$ cat config.mk
export PLATFORM = sky130hd
export DESIGN_NAME = dot_product_sequencer
export DESIGN_NICKNAME = d
export VERILOG_FILES = /design/src/rtl/dotp_pkg.sv /design/src/rtl/dotp_mac.sv /design/src/rtl/dot_product_sequencer.sv
export SDC_FILE = /design/constraint.sdc
export NUM_CORES = 2
export LEC_CHECK = 0
export CORE_UTILIZATION = 25
export CTS_CLUSTER_SIZE = 20
export DETAILED_ROUTE_END_ITERATION = 10
export PLACE_DENSITY = 0.51
export SKIP_CTS_REPAIR_TIMING = 1
export SLEW_MARGIN = 20
export SYNTH_ARGS = -nofsm -noshare
export SYNTH_HDL_FRONTEND = slang
export SYNTH_SLANG_ARGS = --single-unit
$ cat constraint.sdc
create_clock -name clk -period 8.8 [get_ports clk]
set_input_delay 1.32 -clock clk [delete_from_list [all_inputs] [get_ports clk]]
set_output_delay 1.32 -clock clk [all_outputs]
set_load 0.05 [all_outputs]
$ cat src/rtl/dotp_pkg.sv
// Shared types and constants for the dot-product sequencer.
// Saturating signed arithmetic is selected by defining DOTP_SAT_EN (see dotp_mac).
package dotp_pkg;

  typedef enum logic [2:0] {
    IDLE    = 3'd0,
    FETCH_A = 3'd1,
    FETCH_B = 3'd2,
    MAC     = 3'd3,
    DONE    = 3'd4
  } dotp_state_t;

  localparam int WORD_BYTES = 4;

  localparam logic [31:0] DOTP_MAX = 32'h7FFF_FFFF;
  localparam logic [31:0] DOTP_MIN = 32'h8000_0000;

  function automatic logic is_word_aligned(input logic [31:0] addr);
    return (addr[1:0] == 2'b00);
  endfunction

endpackage

$ cat src/rtl/dotp_mac.sv
// Combinational multiply-accumulate step: acc + opa*opb.
// DOTP_SAT_EN selects signed operands with a clamping, sticky-saturating accumulator.
module dotp_mac
  import dotp_pkg::*;
(
  input  logic [31:0] acc,
  input  logic [31:0] opa,
  input  logic [31:0] opb,
  input  logic        sat_in,
  output logic [31:0] acc_next,
  output logic        sat_out
);

`ifdef DOTP_SAT_EN
  logic signed [63:0] prod_s;
  logic        [65:0] sum_s;

  // Signed 64-bit product, 66-bit sum, clamp to the 32-bit signed range.
  always_comb begin
    prod_s   = $signed(opa) * $signed(opb);
    sum_s    = {{34{acc[31]}}, acc} + {{2{prod_s[63]}}, prod_s};
    acc_next = sum_s[31:0];
    sat_out  = 1'b0;
    if (sat_in) begin
      // once clamped, the accumulator holds its limit for the rest of the job
      acc_next = acc;
      sat_out  = 1'b1;
    end else if (!sum_s[65] && (|sum_s[64:31])) begin
      acc_next = DOTP_MAX;
      sat_out  = 1'b1;
    end else if (sum_s[65] && !(&sum_s[64:31])) begin
      acc_next = DOTP_MIN;
      sat_out  = 1'b1;
    end else begin
      acc_next = sum_s[31:0];
      sat_out  = 1'b0;
    end
  end
`else
  logic [31:0] prod_s;

  // Unsigned product truncated to 32 bits, modular accumulation.
  always_comb begin
    prod_s  = opa * opb;
    sat_out = sat_in;
    if (sat_in) begin
      acc_next = acc;
    end else begin
      acc_next = acc + prod_s;
    end
  end
`endif

endmodule

$ cat src/rtl/dot_product_sequencer.sv
// Dot-product sequencer: fetches A/B word pairs over a request/grant port and accumulates.
// Arithmetic mode is chosen in dotp_mac by DOTP_SAT_EN; the port list is identical in both builds.
module dot_product_sequencer
  import dotp_pkg::*;
#(
  parameter int LEN_W = 8
) (
  input  logic             clk,
  input  logic             reset,
  input  logic             start,
  input  logic [31:0]      base_a,
  input  logic [31:0]      base_b,
  input  logic [LEN_W-1:0] length,
  output logic             busy,
  output logic             done,
  output logic             align_err,
  output logic [31:0]      result,
  output logic             mem_req,
  output logic [31:0]      mem_addr,
  input  logic             mem_gnt,
  input  logic [31:0]      mem_rdata
);

  dotp_state_t      state_r, state_s;
  logic [31:0]      ptr_a_r, ptr_b_r;
  logic [LEN_W-1:0] cnt_r;
  logic [31:0]      acc_r, opa_r, opb_r, result_r;
  logic             align_r, sat_r;
  logic [31:0]      acc_next_s;
  logic             sat_next_s;
  logic             bases_ok_s;
  logic             last_s;

  assign bases_ok_s = is_word_aligned(base_a) && is_word_aligned(base_b);
  assign last_s     = (cnt_r == LEN_W'(1));

  dotp_mac u_mac (
    .acc      (acc_r),
    .opa      (opa_r),
    .opb      (opb_r),
    .sat_in   (sat_r),
    .acc_next (acc_next_s),
    .sat_out  (sat_next_s)
  );

  // State register.
  always_ff @(posedge clk) begin
    if (reset) begin
      state_r <= IDLE;
    end else begin
      state_r <= state_s;
    end
  end

  // Next-state logic.
  always_comb begin
    state_s = state_r;
    case (state_r)
      IDLE: begin
        if (start && (!bases_ok_s || (length == '0))) begin
          state_s = DONE;
        end else if (start) begin
          state_s = FETCH_A;
        end else begin
          state_s = IDLE;
        end
      end
      FETCH_A: begin
        if (mem_gnt) state_s = FETCH_B;
        else         state_s = FETCH_A;
      end
      FETCH_B: begin
        if (mem_gnt) state_s = MAC;
        else         state_s = FETCH_B;
      end
      MAC: begin
        if (last_s) state_s = DONE;
        else        state_s = FETCH_A;
      end
      DONE:    state_s = IDLE;
      default: state_s = IDLE;
    endcase
  end

  // Datapath: pointers, counter, operands, accumulator and result.
  always_ff @(posedge clk) begin
    if (reset) begin
      ptr_a_r  <= 32'd0;
      ptr_b_r  <= 32'd0;
      cnt_r    <= '0;
      acc_r    <= 32'd0;
      opa_r    <= 32'd0;
      opb_r    <= 32'd0;
      result_r <= 32'd0;
      align_r  <= 1'b0;
      sat_r    <= 1'b0;
    end else begin
      case (state_r)
        IDLE: begin
          if (start && !bases_ok_s) begin
            // misaligned job: flag only, result keeps its previous value
            align_r <= 1'b1;
          end else if (start) begin
            align_r  <= 1'b0;
            result_r <= 32'd0;
            acc_r    <= 32'd0;
            sat_r    <= 1'b0;
            ptr_a_r  <= base_a;
            ptr_b_r  <= base_b;
            cnt_r    <= length;
          end
        end
        FETCH_A: if (mem_gnt) opa_r <= mem_rdata;
        FETCH_B: if (mem_gnt) opb_r <= mem_rdata;
        MAC: begin
          acc_r   <= acc_next_s;
          sat_r   <= sat_next_s;
          ptr_a_r <= ptr_a_r + 32'(WORD_BYTES);
          ptr_b_r <= ptr_b_r + 32'(WORD_BYTES);
          cnt_r   <= cnt_r - LEN_W'(1);
          // publish on the way into DONE so result is valid alongside the done pulse
          if (last_s) result_r <= acc_next_s;
        end
        DONE:    align_r <= 1'b0;
        default: align_r <= 1'b0;
      endcase
    end
  end

  // Outputs decoded from registered state and registers only.
  always_comb begin
    busy      = (state_r != IDLE);
    done      = (state_r == DONE);
    align_err = (state_r == DONE) && align_r;
    mem_req   = (state_r == FETCH_A) || (state_r == FETCH_B);
    result    = result_r;
    case (state_r)
      FETCH_A: mem_addr = ptr_a_r;
      FETCH_B: mem_addr = ptr_b_r;
      default: mem_addr = 32'd0;
    endcase
  end

endmodule

; ---- After elaboration in Yosys (flattened, before gate mapping)
; Index checks and enable logic that the tools add are counted.
[word_totals]
regBits = 204
input_bits = 108
output_inout_bits = 68
wordCells = 67
[op_classes]
add_sub_neg = 4
mul = 1
n_eq_ne = 9
n_mux = 24
n_bitwise = 1
reduce_logical = 19
[ops]
columns = cell, count
row1 = $pmux W32 S2, 5
row2 = $mux W32, 7
row3 = $add A32 B3 Y32 const B, 2
row4 = $add A32 B32 Y32, 1
row5 = $mul A32 B32 Y32, 1
row6 = $mux W8, 2
row7 = $pmux W8 S2, 1
row8 = $pmux W3 S4, 1
row9 = $eq A8 B1 Y1 const B, 1
row10 = $logic_not A8 Y1, 1
row11 = $sub A8 B1 Y8 const B, 1
row12 = $eq A3 B2 Y1 const B, 2
row13 = $mux W3, 2
row14 = $ne A2 B2 Y1 const B, 3
row15 = $reduce_and A2 Y1, 3
row16 = $logic_and A1 B1 Y1, 4
row17 = $logic_not A2 Y1, 2
row18 = $mux W1, 4
row19 = $reduce_and A4 Y1, 1
row20 = $eq A3 B1 Y1 const B, 1
row21 = $eq A3 B3 Y1 const B, 1
row22 = $logic_not A3 Y1, 1
row23 = $ne A3 B3 Y1 const B, 1
row24 = $reduce_and A3 Y1, 1
row25 = other kinds (8), 9

; ---- Longest topological paths before layout
[logic_depth]
depth_word = 7
depth_mapped = 29
depth_no_buf = 26

; ---- By module
; Synthesis repeated with hierarchy kept, for this count alone.
[hier_totals]
cells_unflattened = 3082
hier_area_um2 = 26302.7
[modules_own_cells]
columns = module, n_inst, cells_per_inst, area_per_inst_um2, seq_area_each_um2
row1 = dotp_mac, 1, 1943, 17135.2, 0.0
row2 = dot_product_sequencer, 1, 1139, 9167.5, 4103.9

; ---- Least setup slack after synthesis
; OpenSTA, ideal clock, no wires.
[synth_path]
path_kind = register to register
from = reg opa_r[13]
to = reg acc_r[31]
arrival_time_ns = 6.768
path_slack_ns = 1.910
path_stages_with_launch = 26
cell_sequence = dfxtp_1 > clkbuf_1 > clkbuf_1 > and2_1 > fa_1 > fa_1 > fa_1 > inv_1 > fa_1 > inv_1 > fa_1 > fa_1 > fa_1 > inv_1 > fa_1 > inv_1 > ha_1 > clkbuf_1 > a21oi_1 > o21ai_1 > a21o_1 > a21o_1 > or3_1 > a31oi_1 > xor2_1 > o2bb2ai_1
[synth_between]
elab_chain_cells = 3
[synth_lines]
columns = item, line_no
row1 = "start, declared", dot_product_sequencer.sv:27  ; logic [31:0] acc_r, opa_r, opb_r, result_r;
row2 = "start signal, assigned", dot_product_sequencer.sv:113  ; FETCH_A: if (mem_gnt) opa_r <= mem_rdata;
row3 = $mul A32 B32 Y32, dotp_mac.sv:44  ; prod_s = opa * opb;
row4 = $add A32 B32 Y32, dotp_mac.sv:49  ; acc_next = acc + prod_s;
row5 = $pmux W32 S2, dot_product_sequencer.sv:98  ; case (state_r)
row6 = "end signal, assigned", dot_product_sequencer.sv:116  ; acc_r <= acc_next_s;
row7 = "end, declared", dot_product_sequencer.sv:27
; Every way passes these cells.
; A chain may end at the register's enable or synchronous reset.

; ---- Worst setup path in the final report
[layout_path]
from = reg opa_r[5]
to = reg acc_r[26]
; Same word-level chain as after synthesis.

==> results.md <==
* Status: complete, no violations
* Initial drt markers at between 1000 and 1500
* Reg clk slew, reported paths at 0.06 ns
* Clk_lat worst skew at 0.58 ns
* Clock skew at around 0.017 ns
* Yosys synthesis warning count at 0
* CP max FO at 17
* Worst Max-Slew Pin Slew at approximately 1.2 ns
* RSZ-0062 raised after global routing: false
* Slew headroom at between 10% and 20%
* Most common cell after layout, fill and taps aside: inv_1
* Final instance area at 29600 µm²
* Starting Density at around 25%
* CP cell instances: buf_4, and2_1, fa_1, fa_1, fa_1, inv_1, fa_1, inv_1, ha_1, ha_1, fa_1, inv_1, fa_1, inv_1, ha_1, a21o_1, a31o_1, a41o_1, a31oi_1, o21ai_0, a21oi_1, mux2i_1, o41ai_1
* Max Slew Vio Count at 0
* Most frequent cell on the critical path: fa_1
* Startpoint types: register
* Worst reg2reg startpoint: opa_r[5]$_SDFFE_PP0P_
* Commonest cells after routing, fill and taps aside: 498 x inv_1, 438 x fa_1, 434 x nand2_1, 331 x and2_1, 202 x dfxtp_1
* Hold wc startpoint: result[11]$_SDFFE_PP0P_
* Synth async-reset ratio at 0%
* Num ports at 176
* Synth Register Bits at a little over 200
* Syn_area_per_cell at 8.55 µm²
* Post-Syn Area at 25700 µm²
* Reg-to-reg slack, setup at between 1 and 1.5 ns
* Largest net degree at the start of global routing at 89
* Die height at 323 µm
* Final worst path period need at 7.73 ns
* Antenna violations before repair at 3
* Post-Route Utilization at around 29%
* Row count at around 120
* Routed Wire Length at 82.8 mm
* Slowest stage delay, CP at ~0.91 ns
* CTS H-tree lvls at 1
* Final period util at between 80% and 90%
* P_int at about 1.6 mW
* Static leakage at about 13 nW
* Clk Tree Root Cell: clkbuf_16
* Fmax at around 130 MHz
* Pwr Density at between 70 and 80 nW/µm²
* CP arrival at between 8 and 9 ns
* Fraction of layout cells with a size suffix above 1 at 3.47%
* Seq/Total Area, Yosys at ~16%
* Die area at 104000 µm²
* CP Capture Type: register
* Worst reg2reg path depth at 23
* Combinational share of power at ~5.4%
* DRT Pass-1 Iters at 5
* Slowest stage cell, crit path: dfxtp_1
* DRC violations left at 0
* CP top delay family: adder cells
* Inserted Clock Buffers at 27
* Die W at 323 µm
* Synth Flop Type: dfxtp_1
* Vias in the first global route at between 20000 and 25000
* Setup TNS Final at 0 ns
* Sw frac at 24.7%
* Drt wl/cell at approximately 19 µm
* CTS tree: done
* Antenna Violating Nets Remaining at 0
* Placed Area at 28800 µm²
* Part of the power in the clock network at 50.4%
* Vias at around 20000
* Hold slack final at ~0.45 ns
* Area Growth Syn to Fin at 15.0%
* Destination of the worst hold path: result[11]$_SDFFE_PP0P_
* Data required, critical path at approximately 9.2 ns
* GR Util All Layers at between 10% and 20%
* Core area at about 100000 µm²
* Netlist cell types at 79
* FF-to-FF End: acc_r[26]$_SDFFE_PP0P_
* Critical path class: register to register
* Crit path buf inv count at 5
* IR Drop Worst-Case VDD at between 100 and 150 µV
* Final GP Congestion at 0.836
* Global-route wire length before repair at approximately 130 mm
* Seq pwr share at between 40% and 50%
* Sink Count at approximately 200
* Hold Crit Depth at 2
* Ant diodes at 0
* Layout Nets at 3738
* Mapped Nets at 3683
* DP HPWL at 63.7 mm
* Synth Instances at between 3000 and 4000
* Sw Pwr at 0.527 mW
* Maximum clock path buffer count at 3
* Post-synth EDFFs at 0
* Global route overflow at 0
* Vias per cell at about 4.5
* Hold Path Class: register to register
* I/O Buffers at around 180
* Final hold violation count at 0
* Setup violators final at 0
* Max-cap viol count at 0
## through the flow
stage,instances,worst slack [ns],power (mW)
finish,4448,1.07,2.14
CTS,4448,1.07,2.16
detailed placement,4403,1.10,1.08
floorplan,3009,1.91,0.997
global route,4448,0.711,2.20
global placement,4403,1.16,1.08
## power by group through the flow
stage               Clock (mW)  Sequential, mW  Combinational [mW]
floorplan                    0           0.955              0.0424
global placement             0           0.962               0.116
detailed placement           0           0.962               0.116
CTS                       1.10           0.942               0.116
global route              1.13           0.943               0.124
finish                    1.08           0.942               0.116
## logic make-up (layout without fill, tap and decap cells)
kind of cell,after synthesis,count (layout),synth area share [%]
xor gates and xnor gates,76,76,2.64
adders and majority gates,566,566,40.3
and+or+nand+nor,1070,1070,20.8
AOI/OAI and AO/OA,412,412,10.4
DFF,204,204,15.9
muxes,1,1,0.0389
buffers and inverters,680,751,9.99
## how the worst max path moves through the flow
stage / start / endpoint / slack (ns) / cells past startpoint
finish: opa_r[5]$_SDFFE_PP0P_ / acc_r[26]$_SDFFE_PP0P_ / 1.07 / 23
global route: opb_r[0]$_SDFFE_PP0P_ / result[31]$_SDFFE_PP0P_ / 0.71 / 23
CTS: opb_r[0]$_SDFFE_PP0P_ / acc_r[26]$_SDFFE_PP0P_ / 1.07 / 23
detailed placement: opb_r[0]$_SDFFE_PP0P_ / acc_r[26]$_SDFFE_PP0P_ / 1.10 / 23
global placement: opb_r[5]$_SDFFE_PP0P_ / result[31]$_SDFFE_PP0P_ / 1.16 / 24
floorplan: opa_r[13]$_SDFFE_PP0P_ / acc_r[31]$_SDFFE_PP0P_ / 1.91 / 25
## layer usage
metal  up-vias  wire length (µm)  GRT usage, %
li1       9473                 -             -
met1     10100             39800          23.3
met2       573             35800          24.7
met3        81              5890          3.86
met4         6              1290          2.77
met5         -                38             0
## registers in the layout, indices dropped and copies added (netlist names)
register	cells
opb_r	32
ptr_a_r	32
state_r	3
opa_r	32
acc_r	32
ptr_b_r	32
cnt_r	8
align_r	1
result	32
## final cells by class
class	instances	area [µm²]
fillers	11000	72300
multi-input cells	2125	19100
flip-flops and latches	204	4090
repair buffers	208	2000
inverters	498	1870
well taps	1368	1710
clock buffers	39	761
clock inverters	6	62.6
## cell usage after synthesis (all sizes together) (9+ instances only)
library cell,n,area share (%)
a211oi,17,0.52
a22oi,19,0.55
o211ai,10,0.35
ha,128,6.2
a31oi,23,0.56
nand4,10,0.37
a21oi,165,3.2
nand2,436,6.4
or3,12,0.31
a22o,29,0.99
o21ai,61,1.2
fa,438,34
nor4,15,0.58
a21o,12,0.35
inv,498,7.3
a221oi,13,0.44
and2,331,8.1
nand3,38,0.74
a2111oi,12,0.49
buf,22,0.39
and3,21,0.51
xor2,16,0.54
clkbuf,160,2.3
xnor2,59,2.0
dfxtp,204,16
nor2,129,1.9
a311oi,9,0.31
nor3,37,0.76
## tightest hold or removal path, cell delays in order, from the launching register on
cell and delay, ns:
dfxtp_1 0.30, nand2_1 0.05, a21oi_1 0.05
No activity file was read; power rests on OpenSTA's default activity.
